==> config.mk <==
export PLATFORM = sky130hd
export DESIGN_NAME = dmem_request_unit
export DESIGN_NICKNAME = d
export VERILOG_FILES = /design/src/rtl/dmem_request_unit.sv
export SDC_FILE = /design/constraint.sdc
export NUM_CORES = 1
export LEC_CHECK = 0
export CORE_ASPECT_RATIO = 0.9
export CORE_MARGIN = 10
export CORE_UTILIZATION = 35
export DETAILED_ROUTE_END_ITERATION = 6
export MAX_ROUTING_LAYER = met4
export PLACE_DENSITY = 0.69
export SKIP_CTS_REPAIR_TIMING = 1
export SKIP_LAST_GASP = 1
export SYNTH_ARGS = -nofsm -noshare
export SYNTH_HDL_FRONTEND = slang
export SYNTH_SLANG_ARGS = --single-unit
==> constraint.sdc <==
create_clock -name i_clk -period 2.6 [get_ports i_clk]
set_input_delay 0.39 -clock i_clk [delete_from_list [all_inputs] [get_ports i_clk]]
set_output_delay 0.39 -clock i_clk [all_outputs]
set_load 0.02 [all_outputs]
==> src/rtl/dmem_request_unit.sv <==
// -----------------------------------------------------------------------------
// dmem_request_unit
//   Memory-stage controller for the pipelined RV32I core. Takes the EX/MEM
//   load/store request, drives a held read/write strobe to the data cache,
//   stalls the pipeline until the one-cycle cache response and returns the
//   byte/halfword/word load result, sign- or zero-extended.
//
// Ports
//   i_clk, i_rst          clock, synchronous active-high reset
//   i_mem_read/write      request from the EX/MEM control word (write wins)
//   i_funct3              lb/lh/lw/lbu/lhu, sb/sh/sw width code
//   i_addr, i_wdata       byte address and unshifted store data
//   o_stall               freeze IF/ID/EX/MEM pipeline registers
//   o_load_data           extended load result (held until next load)
//   o_misaligned          current request is misaligned and dropped
//   o_dmem_*              cache request: strobes, word address, mask, data
//   i_dmem_rdata/resp     cache read data and one-cycle response pulse
//   o_stall_count         saturating count of stalled cycles
// -----------------------------------------------------------------------------
module dmem_request_unit #(
    parameter int STALL_CNT_W = 32
) (
    input  logic                   i_clk,
    input  logic                   i_rst,
    input  logic                   i_mem_read,
    input  logic                   i_mem_write,
    input  logic [2:0]             i_funct3,
    input  logic [31:0]            i_addr,
    input  logic [31:0]            i_wdata,
    output logic                   o_stall,
    output logic [31:0]            o_load_data,
    output logic                   o_misaligned,
    output logic                   o_dmem_read,
    output logic                   o_dmem_write,
    output logic [31:0]            o_dmem_address,
    output logic [3:0]             o_dmem_wmask,
    output logic [31:0]            o_dmem_wdata,
    input  logic [31:0]            i_dmem_rdata,
    input  logic                   i_dmem_resp,
    output logic [STALL_CNT_W-1:0] o_stall_count
);

    typedef enum logic [1:0] {S_IDLE, S_BUSY, S_DONE} state_t;

    // Request attributes needed after the inputs may have moved on:
    // load extension uses funct3 and the byte offset of the original address.
    typedef struct packed {
        logic       is_write;
        logic [2:0] funct3;
        logic [1:0] off;
    } req_t;

    state_t                 r_state, w_state_nxt;
    req_t                   r_req;
    logic                   r_dmem_read, r_dmem_write;
    logic [31:0]            r_dmem_address, r_dmem_wdata, r_load_data;
    logic [3:0]             r_dmem_wmask;
    logic [STALL_CNT_W-1:0] r_stall_count;

    logic                   w_req, w_mis_raw, w_accept;
    logic [1:0]             w_off, w_size;
    logic [3:0]             w_wmask;
    logic [31:0]            w_wlanes, w_rshift, w_load_ext;

    // ---------------- request decode ----------------
    assign w_req  = i_mem_read | i_mem_write;
    assign w_off  = i_addr[1:0];
    assign w_size = i_funct3[1:0];   // 00 byte, 01 half, 1x word

    assign w_mis_raw    = ((w_size == 2'b01) & w_off[0]) | (w_size[1] & (w_off != 2'b00));
    assign o_misaligned = w_req & w_mis_raw;
    assign w_accept     = w_req & ~w_mis_raw;

    always_comb begin
        w_wmask  = 4'hF;
        w_wlanes = i_wdata;
        case (w_size)
            2'b00: begin
                w_wmask  = 4'b0001 << w_off;
                w_wlanes = {4{i_wdata[7:0]}};
            end
            2'b01: begin
                w_wmask  = 4'b0011 << w_off;
                w_wlanes = {2{i_wdata[15:0]}};
            end
            default: ;
        endcase
    end

    // ---------------- load extension ----------------
    // Bring the addressed byte/halfword down to bit 0, then extend.
    assign w_rshift = i_dmem_rdata >> {r_req.off, 3'b000};

    always_comb begin
        w_load_ext = i_dmem_rdata;
        case (r_req.funct3)
            3'b000:  w_load_ext = {{24{w_rshift[7]}},  w_rshift[7:0]};
            3'b001:  w_load_ext = {{16{w_rshift[15]}}, w_rshift[15:0]};
            3'b100:  w_load_ext = {24'd0, w_rshift[7:0]};
            3'b101:  w_load_ext = {16'd0, w_rshift[15:0]};
            default: w_load_ext = i_dmem_rdata;
        endcase
    end

    // ---------------- FSM ----------------
    always_comb begin
        w_state_nxt = r_state;
        o_stall     = 1'b0;
        case (r_state)
            S_IDLE: begin
                // Stall combinationally in the first cycle so the pipeline
                // holds the request while the cache strobe is registered.
                o_stall = w_accept;
                if (w_accept) w_state_nxt = S_BUSY;
            end
            S_BUSY: begin
                o_stall = 1'b1;
                if (i_dmem_resp) w_state_nxt = S_DONE;
            end
            S_DONE: begin
                // One free cycle: pipeline advances, next request is not
                // sampled until we are back in IDLE.
                w_state_nxt = S_IDLE;
            end
            default: w_state_nxt = S_IDLE;
        endcase
    end

    always_ff @(posedge i_clk) begin
        if (i_rst) begin
            r_state        <= S_IDLE;
            r_req          <= '0;
            r_dmem_read    <= 1'b0;
            r_dmem_write   <= 1'b0;
            r_dmem_address <= '0;
            r_dmem_wmask   <= '0;
            r_dmem_wdata   <= '0;
            r_load_data    <= '0;
            r_stall_count  <= '0;
        end else begin
            r_state <= w_state_nxt;

            if (r_state == S_IDLE && w_accept) begin
                r_req.is_write <= i_mem_write;
                r_req.funct3   <= i_funct3;
                r_req.off      <= w_off;
                r_dmem_read    <= ~i_mem_write;
                r_dmem_write   <= i_mem_write;
                r_dmem_address <= {i_addr[31:2], 2'b00};
                r_dmem_wmask   <= w_wmask;
                r_dmem_wdata   <= w_wlanes;
            end

            if (r_state == S_BUSY && i_dmem_resp) begin
                r_dmem_read  <= 1'b0;
                r_dmem_write <= 1'b0;
                if (!r_req.is_write) r_load_data <= w_load_ext;
            end

            if (o_stall && (r_stall_count != '1))
                r_stall_count <= r_stall_count + STALL_CNT_W'(1);
        end
    end

    assign o_dmem_read    = r_dmem_read;
    assign o_dmem_write   = r_dmem_write;
    assign o_dmem_address = r_dmem_address;
    assign o_dmem_wmask   = r_dmem_wmask;
    assign o_dmem_wdata   = r_dmem_wdata;
    assign o_load_data    = r_load_data;
    assign o_stall_count  = r_stall_count;

endmodule

Word-level counts from Yosys, hierarchy flattened:

Index checks and enable logic that the tools add are counted.

* register bits: 140
* latch bits: 0
* memory bits (writable): 0
* ROM bits: 0
* input port bits: 104
* output and inout port bits: 136
* word-level logic and storage cells: 49
* memories: 0

* add/subtract/negate cells: 1
* $mul: 0
* divide/modulo/power cells: 0
* order comparisons: 0
* equal/unequal tests: 8
* shift operators: 3
* muxes and demuxes: 7
* bitwise gates (word level): 9
* reduce and logical (&&, ||, !) cells: 10

Operator list (number)
* one-hot mux 32 bit (4 select lines): 1
* one-hot mux 32 bit (2 select lines): 1
* adder 32 x 1 -> 32 bit (second input constant): 1
* != test 32 bit (second input constant): 1
* >> shifter 32 x 5 -> 16 bit: 1
* one-hot mux 4 bit (2 select lines): 1
* == test 3 bit (second input constant): 2
* AND 1 bit: 4
* == test 2 x 1 -> 1 bit (second input constant): 2
* logical NOT 2 bit: 2
* two-way mux 2 bit: 2
* != test 2 bit (second input constant): 2
* one-hot mux 2 bit (2 select lines): 1
* AND reduction 2 bit: 2
* << shifter 1 x 2 -> 4 bit (first input constant): 1
* << shifter 2 x 2 -> 4 bit (first input constant): 1
* == test 3 x 1 -> 1 bit (second input constant): 1
* logical AND 1 bit: 3
* logical NOT 3 bit: 1
* NOT 1 bit: 3
* OR 1 bit: 2
* one-hot mux 1 bit (2 select lines): 1
* nonzero test 2 bit: 1
* OR reduction 2 bit: 1

Longest topological paths before layout:

* depth after elaboration: 7
* depth in mapped cells: 8
* mapped depth without buffers: 6

Worst setup path before layout:

Ideal clock, no wire load.

* path kind: reg2reg
* start point: reg r_stall_count[0] (netlist: o_stall_count[0])
* end point: reg r_stall_count[14] (netlist: o_stall_count[14])
* library setup time: 0.070 ns
* arrival: 1.914 ns
* required time: 2.530 ns
* path slack: 0.616 ns
* cell stages (with the launch flop): 7
* buffers on the path: 1
* period minus slack after synthesis: 1.984 ns
* cells stage by stage: dfxtp_1 -> ha_1 -> inv_1 -> or3_1 -> clkbuf_1 -> or4_1 -> a21oi_1

* cells in the longest elaborated chain, start to end: 2
* elaborated cells between the ends (all ways): 3
* classes of those cells: add/sub: 1; eq/ne: 1; reduce/logical: 1

RTL lines
* from (decl): line 58 `logic [STALL_CNT_W-1:0] r_stall_count;`
* from (signal assigned): line 161 `r_stall_count <= r_stall_count + STALL_CNT_W'(1);`
* branches (longest 2 deep; another with adder 32 x 1 -> 32 bit)

Several ways; the timed one is not identified.
A chain may end at the register's enable or synchronous reset.

Final worst setup path:

* start point: in i_addr[0]
* end point: out o_misaligned

* cells in the longest elaborated chain, start to end: 4
* elaborated cells between the ends (all ways): 5
* classes of those cells: bitwise: 4; reduce/logical: 1

RTL lines
* from (decl): line 28 `input logic [31:0] i_addr,`
* nonzero test 2 bit: line 70 `assign w_mis_raw = ((w_size == 2'b01) & w_off[0]) | (w_size[1] & (w_off != 2'b00));`
* AND 1 bit: line 70
* OR 1 bit *: line 70
* AND 1 bit *: line 71 `assign o_misaligned = w_req & w_mis_raw;`
* to (decl): line 32 `output logic o_misaligned,`

Mark *: on every way between the ends. The rest lies on a longest branch, timed or not.

==> PnR_summary.wiki <==
{| class="wikitable"
! Metric !! Value
|-
| Outcome || completed
|-
| Clock slew at the register clock pins of the worst setup and hold paths || 0.05 ns
|-
| Global-route wire length before repair || 33.1 mm
|-
| Latest clock arrival within the worst-skew pair || 0.41 ns
|-
| Number of global-route vias before repair || 5,887
|-
| Clk root buf || sky130_fd_sc_hd__clkbuf_16
|-
| Fillers || 1,707
|-
| Cells on Worst Hold Path || 2
|-
| Setup repair after global routing missed its margin || no
|-
| Pwr/cell area || 610 nW/µm²
|-
| EDFF count, synth || 0
|-
| Worst R2R Start || r_req[0]
|-
| Number of vias after detailed routing || 6,358
|-
| Number of buffers added by the clock tree synthesis step || 17
|-
| Routability-driven placement congestion ratio || 0.791
|-
| Count leader, synth || sky130_fd_sc_hd__nand2_1
|-
| Die outline height || 148 µm
|-
| Hold Path Class || flip-flop to flip-flop
|-
| Crit Reg-Reg Endpoint || o_load_data[19]
|-
| Final setup vio count || 0
|-
| Deepest clock path buffer count || 2
|-
| Maximum level of the CTS H-tree || 4
|-
| Die footprint || 24,000 µm²
|-
| Total half-perimeter wirelength after legalization and detailed placement || 15.5 mm
|-
| Register-to-register path setup slack || 0.37 ns
|-
| Aggregate negative setup slack || 0 ns
|-
| Final ANT Viol Nets || 0
|-
| Number of nets in the layout || 1,109
|-
| Share of synthesized flip-flops with an asynchronous set or reset || 0%
|-
| Top cells by area in the synthesized netlist || sky130_fd_sc_hd__dfxtp_1, sky130_fd_sc_hd__nand2_1, sky130_fd_sc_hd__a21oi_1, sky130_fd_sc_hd__mux2i_1, sky130_fd_sc_hd__nor2_1
|-
| Worst hold endpoint || o_dmem_address[6]
|-
| Worst hold slack after final layout || 0.450 ns
|-
| Count of maximum capacitance violations || 0
|-
| Leakage || 3.34 nW
|-
| Core area || 17,700 µm²
|-
| First drt pass iteration count || 5
|-
| TritonCTS clock tree || done
|-
| Most common flop cell mapped by yosys || sky130_fd_sc_hd__dfxtp_1
|-
| Number of standard cells after synthesis || 782
|-
| Number of endpoints with negative hold slack in the final report || 0
|-
| Largest area contributor in the synthesized netlist || sky130_fd_sc_hd__dfxtp_1
|-
| Horizontal die dimension || 162 µm
|-
| Final worst path period need || 2.40 ns
|-
| Post-synthesis cell area || 6370 µm²
|-
| Total routed wirelength || 21.2 mm
|-
| Unique cell type count in the Yosys netlist || 47
|-
| Total Routing Usage GR || 17.5%
|-
| Global-route congestion overflow total || 0
|-
| Worst setup SP type || input port
|-
| Number of cell rows || 46
|-
| Share of final-layout standard cells stronger than drive strength 1 || 7.67%
|-
| Number of antenna violations at the first check in global routing || 0
|-
| Hold wc startpoint || o_dmem_address[6]
|-
| Fraction of synthesized cell area taken by the top area cell type || 44.0%
|-
| Max-slew violation total from the final report || 0
|-
| Clock sinks || 140
|-
| Number of port buffers || 237
|-
| Initial DRC Count || 397
|-
| Pin count of the biggest net entering global routing || 81
|-
| Max IR drop VDD || 0.000444 V
|-
| Final worst-path cycle share || 92.2%
|-
| Least-Margin Pin Slew || 1.05 ns
|-
| Worst Setup End Kind || primary output
|-
| Count of state elements after synthesis || 140
|-
| Ant. Diodes || 0
|-
| Required time of the critical path || 2.21 ns
|-
| Relative max-transition margin || 29.8%
|-
| Count of cells along the worst register-to-register path || 5
|-
| Final clock skew || 0.00681 ns
|-
| Initial cell density of the core || 35.9%
|-
| Total area of multi-input combinational cells || 3250 µm²
|-
| Remaining DRCs || 0
|-
| Post-placement cell count || 1,225
|-
| Syn-to-layout area delta || 50.6%
|-
| WP data arrival || 2.01 ns
|-
| Wire length per cell || 16.9 µm
|-
| Most frequent cells after synthesis || sky130_fd_sc_hd__nand2_1, sky130_fd_sc_hd__dfxtp_1, sky130_fd_sc_hd__a21oi_1
|-
| Maximum fanout encountered on the critical timing path || 6
|-
| Non-Filler Instances || 1,257
|-
| Boundary pin count || 240
|-
| Synth Area per Inst || 8.14 µm²
|-
| Vias/cell || 5.06
|-
| Maximum achievable frequency || 0.417 GHz
|-
| Critical Setup Path Class || input port to primary output
|-
| Register area || 2800 µm²
|-
| Sequential cell area fraction in the yosys report || 44.0%
|-
| Yosys warning total || 0
|}
==> metrics by stage <==
step	power [mW]	setup slack, ns	cell area (µm²)	util [%]
final	5.85	0.202	9590	54.1
after global routing	6.12	0.119	9590	54.1
after CTS	5.92	0.0104	9590	54.1
after detailed placement	3.60	0.0334	9020	50.9
after global placement	3.59	0.0557	9020	50.9
after floorplan	3.01	0.616	6370	-
==> flip-flops by register name, summed over array words and instances, names as in the netlist <==
signal	flops
o_dmem_wdata	32
r_req	6
o_dmem_write	1
o_dmem_read	1
o_dmem_address	30
o_load_data	32
r_state	2
o_stall_count	32
o_dmem_wmask	4
==> layout by cell type, fill, tap and decap left out, drive strengths merged, types with 6 or more instances in the layout <==
cell type and n:
nand4 10, o221ai 8, buf 28, or4 12
o2bb2ai 8, nor3 12, nand2 157, clkbuf 18
nor2 66, a21oi 111, dfxtp 140, a311oi 10
o31ai 12, a211o 8, clkinvlp 6, inv 18
clkdlybuf4s50 235, clkinv 6, o21ai 23, o211ai 9
a211oi 26, or3 15, nand3 11, mux2i 35
==> per-layer routing <==
layer | routed length, µm | vias up | GRT usage, %
li1 | - | 3220 | -
met1 | 9780 | 2932 | 22.4
met2 | 9860 | 189 | 26.6
met3 | 1350 | 17 | 4.94
met4 | 266 | 0 | 4.82
met5 | 0 | - | -
==> worst max-delay path by stage <==
stage               depth (start not counted)                 to             start  slack (ns)
finish                                      5       o_misaligned         i_addr[0]        0.20
global route                                5       o_misaligned         i_addr[0]        0.12
CTS                                         5            o_stall        r_state[0]        0.01
detailed placement                          6    o_load_data[21]  i_dmem_rdata[31]        0.03
global placement                            6            o_stall       i_mem_write        0.06
floorplan                                   6  o_stall_count[14]  o_stall_count[0]        0.62
==> report_power, final <==
group	internal [mW]	leakage (nW)	switching (mW)
clock network	1.34	0.261	0.966
logic	0.557	1.93	0.637
registers	2.28	1.14	0.0740
==> worst max-delay path, stage by stage <==
cell and delay [ns]:
sky130_fd_sc_hd__clkdlybuf4s50_1 0.55, sky130_fd_sc_hd__buf_4 0.17, sky130_fd_sc_hd__nor2_1 0.07, sky130_fd_sc_hd__nor3_1 0.17, sky130_fd_sc_hd__clkdlybuf4s50_1 0.65
==> area by class of cell <==
type                       count  area share, %
sequential                   140           29.2
timing repair buffer         264           27.2
inverter                      17          0.666
clock buffer                  18           4.58
multi-input combinational    564           33.9
clock inverter                14           1.27
tap                          240           3.13
==> cell families (layout without fill, tap and decap cells) <==
family          count (synthesis)  count (layout)  synth area share (%)
compound gates                220             220                  21.7
simple gates                  298             298                  21.5
mux                            41              41                  6.92
fa+ha+maj                       1               1                 0.196
xor+xnor                        2               2                 0.275
flops                         140             140                  44.0
other cells                     1               2                0.0589
buf+inv                        79             313                  5.40
Power figures use the tool's default switching activity.
